==> src/rtl/rv32im_exu_sequencer.sv <==
// Multi-cycle sequencer around the combinational EXU: memory handshake, MDU wait, one-cycle commit.
// Latency: ALU 2 cycles issue-to-ready; load/store and MDU add bus/MDU wait time. Backpressure: issue_ready_o only in IDLE.
module rv32im_exu_sequencer #(
  parameter int unsigned API_DATA_WIDTH = 32,
  parameter int unsigned TIMEOUT_CYCLES = 255
) (
  input  logic                      clk_i,
  input  logic                      rst_i,
  input  logic                      issue_valid_i,
  output logic                      issue_ready_o,
  input  logic                      is_load_i,
  input  logic                      is_store_i,
  input  logic                      is_mdu_i,
  input  logic                      rd_write_i,
  input  logic [API_DATA_WIDTH-1:0] exu_memaddr_i,
  input  logic [API_DATA_WIDTH-1:0] exu_memdatawr_i,
  output logic                      mem_req_o,
  output logic                      mem_we_o,
  output logic [API_DATA_WIDTH-1:0] mem_addr_o,
  output logic [API_DATA_WIDTH-1:0] mem_wdata_o,
  input  logic                      mem_gnt_i,
  input  logic                      mem_rvalid_i,
  input  logic                      mem_err_i,
  input  logic [API_DATA_WIDTH-1:0] mem_rdata_i,
  output logic [API_DATA_WIDTH-1:0] memdatard_o,
  output logic                      mdu_start_o,
  input  logic                      mdu_done_i,
  output logic                      wb_en_o,
  output logic                      pc_update_o,
  output logic                      stall_o,
  input  logic                      flush_i,
  output logic                      fault_o,
  output logic [1:0]                fault_cause_o,
  output logic [31:0]               instret_o
);

  typedef enum logic [2:0] {
    IDLE, MEM_REQ, MEM_WAIT, MDU_WAIT, COMMIT, FAULT
  } state_t;

  localparam logic [1:0] CAUSE_NONE    = 2'b00;
  localparam logic [1:0] CAUSE_BUS_ERR = 2'b01;
  localparam logic [1:0] CAUSE_MEM_TMO = 2'b10;
  localparam logic [1:0] CAUSE_MDU_TMO = 2'b11;

  state_t      state, state_nxt;
  logic [15:0] tmo_cnt;
  logic        tmo_hit;
  logic        flush_pend, pend_eff;
  logic        is_load_q, is_store_q, rd_write_q;
  logic        accept, is_mem_op, load_capture;
  logic [1:0]  cause_nxt;

  assign is_mem_op = is_load_i | is_store_i;
  assign accept    = (state == IDLE) && issue_valid_i && !flush_i;
  // tmo_cnt counts from 0, so this marks the TIMEOUT_CYCLES-th cycle in a wait state
  assign tmo_hit   = (tmo_cnt == 16'(TIMEOUT_CYCLES - 1));
  assign pend_eff  = flush_pend | flush_i;

  always_comb begin
    state_nxt = state;
    cause_nxt = CAUSE_NONE;
    case (state)
      IDLE: begin
        if (accept) begin
          if (is_mem_op)     state_nxt = MEM_REQ;
          else if (is_mdu_i) state_nxt = MDU_WAIT;
          else               state_nxt = COMMIT;
        end
      end
      MEM_REQ: begin
        // a grant coinciding with flush still wins; the flush becomes pending
        if (mem_gnt_i)    state_nxt = MEM_WAIT;
        else if (flush_i) state_nxt = IDLE;
        else if (tmo_hit) begin
          state_nxt = FAULT;
          cause_nxt = CAUSE_MEM_TMO;
        end
      end
      MEM_WAIT: begin
        if (mem_rvalid_i) begin
          if (pend_eff)       state_nxt = IDLE;
          else if (mem_err_i) begin
            state_nxt = FAULT;
            cause_nxt = CAUSE_BUS_ERR;
          end else            state_nxt = COMMIT;
        end else if (tmo_hit) begin
          state_nxt = FAULT;
          cause_nxt = CAUSE_MEM_TMO;
        end
      end
      MDU_WAIT: begin
        if (flush_i)         state_nxt = IDLE;
        else if (mdu_done_i) state_nxt = COMMIT;
        else if (tmo_hit) begin
          state_nxt = FAULT;
          cause_nxt = CAUSE_MDU_TMO;
        end
      end
      COMMIT:  state_nxt = IDLE;
      FAULT:   if (flush_i) state_nxt = IDLE;
      default: state_nxt = IDLE;
    endcase
  end

  assign issue_ready_o = (state == IDLE);
  assign stall_o       = (state != IDLE);
  assign fault_o       = (state == FAULT);
  assign mdu_start_o   = accept && !is_mem_op && is_mdu_i;
  assign pc_update_o   = (state == COMMIT) && !flush_i;
  assign wb_en_o       = pc_update_o && rd_write_q && !is_store_q;
  assign load_capture  = (state == MEM_WAIT) && mem_rvalid_i && !pend_eff && !mem_err_i && is_load_q;

  always_ff @(posedge clk_i or posedge rst_i) begin
    if (rst_i) begin
      state         <= IDLE;
      tmo_cnt       <= '0;
      flush_pend    <= 1'b0;
      is_load_q     <= 1'b0;
      is_store_q    <= 1'b0;
      rd_write_q    <= 1'b0;
      mem_req_o     <= 1'b0;
      mem_we_o      <= 1'b0;
      mem_addr_o    <= '0;
      mem_wdata_o   <= '0;
      memdatard_o   <= '0;
      fault_cause_o <= CAUSE_NONE;
      instret_o     <= '0;
    end else begin
      state      <= state_nxt;
      mem_req_o  <= (state_nxt == MEM_REQ);
      flush_pend <= (state_nxt == MEM_WAIT) && pend_eff;
      tmo_cnt    <= (state_nxt != state) ? 16'd0 : tmo_cnt + 16'd1;
      if (accept) begin
        is_load_q  <= is_load_i;
        is_store_q <= is_store_i;
        rd_write_q <= rd_write_i;
      end
      if (accept && is_mem_op) begin
        mem_addr_o  <= exu_memaddr_i;
        mem_wdata_o <= exu_memdatawr_i;
        mem_we_o    <= is_store_i;
      end
      if (load_capture) memdatard_o <= mem_rdata_i;
      if (state != FAULT && state_nxt == FAULT) fault_cause_o <= cause_nxt;
      else if (state == FAULT && flush_i)       fault_cause_o <= CAUSE_NONE;
      if (pc_update_o) instret_o <= instret_o + 32'd1;
    end
  end

endmodule

==> config.mk <==
export PLATFORM = sky130hd
export DESIGN_NAME = rv32im_exu_sequencer
export DESIGN_NICKNAME = d
export VERILOG_FILES = /design/src/rtl/rv32im_exu_sequencer.sv
export SDC_FILE = /design/constraint.sdc
export NUM_CORES = 1
export LEC_CHECK = 0
export ABC_AREA = 1
export BUFFER_PORTS_ARGS = -buffer_cell sky130_fd_sc_hd__clkbuf_2
export CAP_MARGIN = 20
export CORE_UTILIZATION = 50
export DETAILED_ROUTE_END_ITERATION = 7
export PLACE_DENSITY = 0.81
export SLEW_MARGIN = 0
export SYNTH_ARGS = -nofsm -noshare
export SYNTH_HDL_FRONTEND = slang
export SYNTH_SLANG_ARGS = --single-unit
==> constraint.sdc <==
create_clock -name clk_i -period 5.21 [get_ports clk_i]
set_input_delay 0.521 -clock clk_i [delete_from_list [all_inputs] [get_ports clk_i]]
set_output_delay 0.521 -clock clk_i [all_outputs]
set_load 0.01 [all_outputs]
==> out/summary.txt <==
# rows: 41
FF-to-FF path depth: 9
First-pass GRT wire length: 25,560 microns
Top Metal Used: met4
Commonest cells after routing, fill and taps aside: nand2_1 (278), clkbuf_2 (245), dfrtp_1 (155)
Setup TNS: 0 ns
YS warnings: 0
Worst-skew pair later-pin latency: 0.41 ns
Synth Flop Type: dfrtp_1
Type of origin of the critical path: flip-flop
P_leak: 4.976 nW
Slack of the worst reg-to-reg path: 2.68 ns
CTS tree: yes
CTS-repair resized insts: 0
VDD IR max: 242.2 uV
CTS Hold Bufs: 0
Synth Area in Simple Gates: 26.21%
Vias in the first global route: 5,371
Total wire length: 15,570 microns
Final non-filler cell total: 1,157
P&R area growth vs syn: 29.80%
Clock skew: 0.008639 ns
Reg2reg end: mem_wdata_o[13]$_DFFE_PP0P_
Seq cells post-synth: 155
Sequential cell area: 0.003879 sq mm
Synth Area in XOR/XNOR: 5.081%
Setup violators final: 0
Post-DR wirelength/cell: 13.45 microns
Sequential power share: 44.0%
DRT iter0 DRCs: 297
R2R Path Start: state[2]$_DFF_PP0_
Antenna violations before repair: 0
FFs w/ async S/R, synth: 100.0%
Layout cells sized above 1: 35.23%
ANT nets after route: 0
Slew HR: 31.13%
CTS clk-pin slew, worst paths: 0.06 ns
Status: complete, no violations
Die H: 118.0 microns
Syn Std Cell Area: 0.006723 sq mm
Peak fanout along the critical path: 14
Commonest non-fill, non-tap cell in the layout: nand2_1
Minimum clock period: 2.684 ns
Clock buffer count from CTS: 17
Fmax: 0.3726 GHz
Post-synthesis mux area share: 5.360%
Worst hold margin: 0.2866 ns
Total power density per cell area: 420.2 mW/mm^2
CTS sink cnt: 155
Tot GR Track Use: 23.22%
Mean Syn Cell Area: 9.273 sq um
Vias: 5,632
Main combinational cell family by area after synthesis: simple AND/OR/NAND/NOR gates
Initial Util: 52.21%
Fin crit share: 51.51%
Multi-input gate area: 0.002559 sq mm
Crit path arrival time: 2.16 ns
Vias/cell: 4.868
Post-Synthesis Cells: 725
ANT cells: 0
Die area: 0.01391 sq mm
Hold Path Class: in -> async
Kind of critical path: reg -> out
Wire length on met3: 983 microns
Complex-gate fraction of the synthesized area: 0.7445%
Die width: 118.0 microns
Fillers: 1,037
Post-CTS setup buffer count: 0
Internal power: 2.562 mW
Mapped Nets: 836
Seq/Total Area, Yosys: 57.70%
Met1 wire length: 6632 microns
H-Tree Level Count: 4
Number of library cell types mapped by synthesis: 30
Final GP Congestion: 0.9217
First-pass DRT Iterations: 4
Max-slew violations: 0
CP Capture Type: output pin
Clk root buf: clkbuf_16
Layout Nets: 1,084
DR DRC count: 0
Clk pwr share: 34.6%
Total grt overflow: 0
Comb pwr share: 21.4%
Met2 WL: 7650 microns
Net Sw Frac: 30.12%
Hold Vio Cnt, Final: 0
Placed Cells: 1,126
Post-synth EDFFs: 0
# port buffers: 245
Adder-cell share of the synthesized area: 0.5583%
Max_cap viols: 0
RSZ-0062 raised after global routing: false
Worst EP required: 4.69 ns
Pin count of the biggest net entering global routing: 106
Worst slew pin tran: 1.033 ns
I/O pin count: 246
CORE AREA: 0.01288 sq mm
Sw power: 1.104 mW
CTS Buffer Depth: 2
DP HPWL: 11,470 microns
Design Power: 3.667 mW
## sequential cells by signal, indices dropped and copies added (netlist names)
| name | count |
|---|---|
| mem_wdata_o | 32 |
| mem_addr_o | 32 |
| is_load_q | 1 |
| is_store_q | 1 |
| tmo_cnt | 16 |
| mem_req_o | 1 |
| state | 3 |
| flush_pend | 1 |
| memdatard_o | 32 |
| rd_write_q | 1 |
| fault_cause_o | 2 |
| mem_we_o | 1 |
| instret_o | 32 |
## how the worst max path moves through the flow
stage | startpoint | endpoint | slack [ns]
final | state[0]$_DFF_PP0_ | wb_en_o | 2.53
after detailed placement | flush_i | mem_wdata_o[11]$_DFFE_PP0P_ | 2.62
after global placement | flush_i | mem_wdata_o[3]$_DFFE_PP0P_ | 2.66
after CTS | state[0]$_DFF_PP0_ | wb_en_o | 2.52
after floorplan | rst_i | fault_cause_o[0]$_DFFE_PP0P_ | 0.51
after global routing | state[0]$_DFF_PP0_ | wb_en_o | 2.40
## cell usage after synthesis, types with 2 or more instances
library cell	count	share of area, %
nand2_2	7	0.65
xnor2_1	15	2.0
nor2_2	11	1.0
nand2_1	278	16
nor3_1	11	0.82
inv_2	7	0.39
dfrtp_1	155	58
xor2_1	24	3.1
o21ai_0	6	0.45
ha_1	3	0.56
buf_2	9	0.67
nor4_1	4	0.37
nand3_2	2	0.30
nand4_1	12	1.1
nor2_4	2	0.33
nand3_1	28	2.1
clkbuf_1	9	0.50
nor2_1	49	2.7
mux2_2	32	5.4
inv_1	47	2.6
nand3b_1	2	0.22
a21oi_1	4	0.30
## logic make-up after synthesis
logic type                 Yosys count
DFF                                155
adders and majority gates            3
AOI/OAI and AO/OA                   10
xor gates and xnor gates            39
muxes                               32
buffers and inverters               73
and+or+nand+nor                    413
## per-stage QoR
| step | cell area (sq um) | util (%) | setup slack (ns) |
|---|---|---|---|
| floorplan | 6723 | - | 0.5108 |
| global route | 8726 | 67.77 | 2.403 |
| global placement | 8109 | 62.98 | 2.665 |
| finish | 8726 | 67.77 | 2.526 |
| CTS | 8726 | 67.77 | 2.520 |
| detailed placement | 8109 | 62.98 | 2.619 |
## cell type report
type / count / share of cell area (%)
inverter: 54 / 2.380
clock buffer: 19 / 5.191
multi-input combinational: 497 / 29.32
clock inverter: 12 / 1.878
tap: 172 / 2.466
timing repair buffer: 248 / 14.31
sequential: 155 / 44.45
## power by group through the flow
stage | combinational (mW) | clock [mW] | sequential [mW]
6_report | 0.785 | 1.27 | 1.61
2_1_floorplan | 0.324 | 0 | 1.72
4_1_cts | 0.802 | 1.30 | 1.61
3_3_place_gp | 0.776 | 0 | 1.62
5_1_grt | 0.873 | 1.35 | 1.64
3_5_place_dp | 0.804 | 0 | 1.63
## critical path: stages, from the launching register on
cell	delay (ns)
dfrtp_1	0.42
inv_2	0.15
nand2_1	0.11
nor3_4	0.47
inv_1	0.18
nor3_1	0.24
clkbuf_2	0.18
## layer usage
layer  up-vias  track usage (%)
li1       2763                -
met1      2642            29.06
met2       205            38.46
met3        22            5.523
met4         0            9.856
met5         -                0
Power figures use the tool's default switching activity.
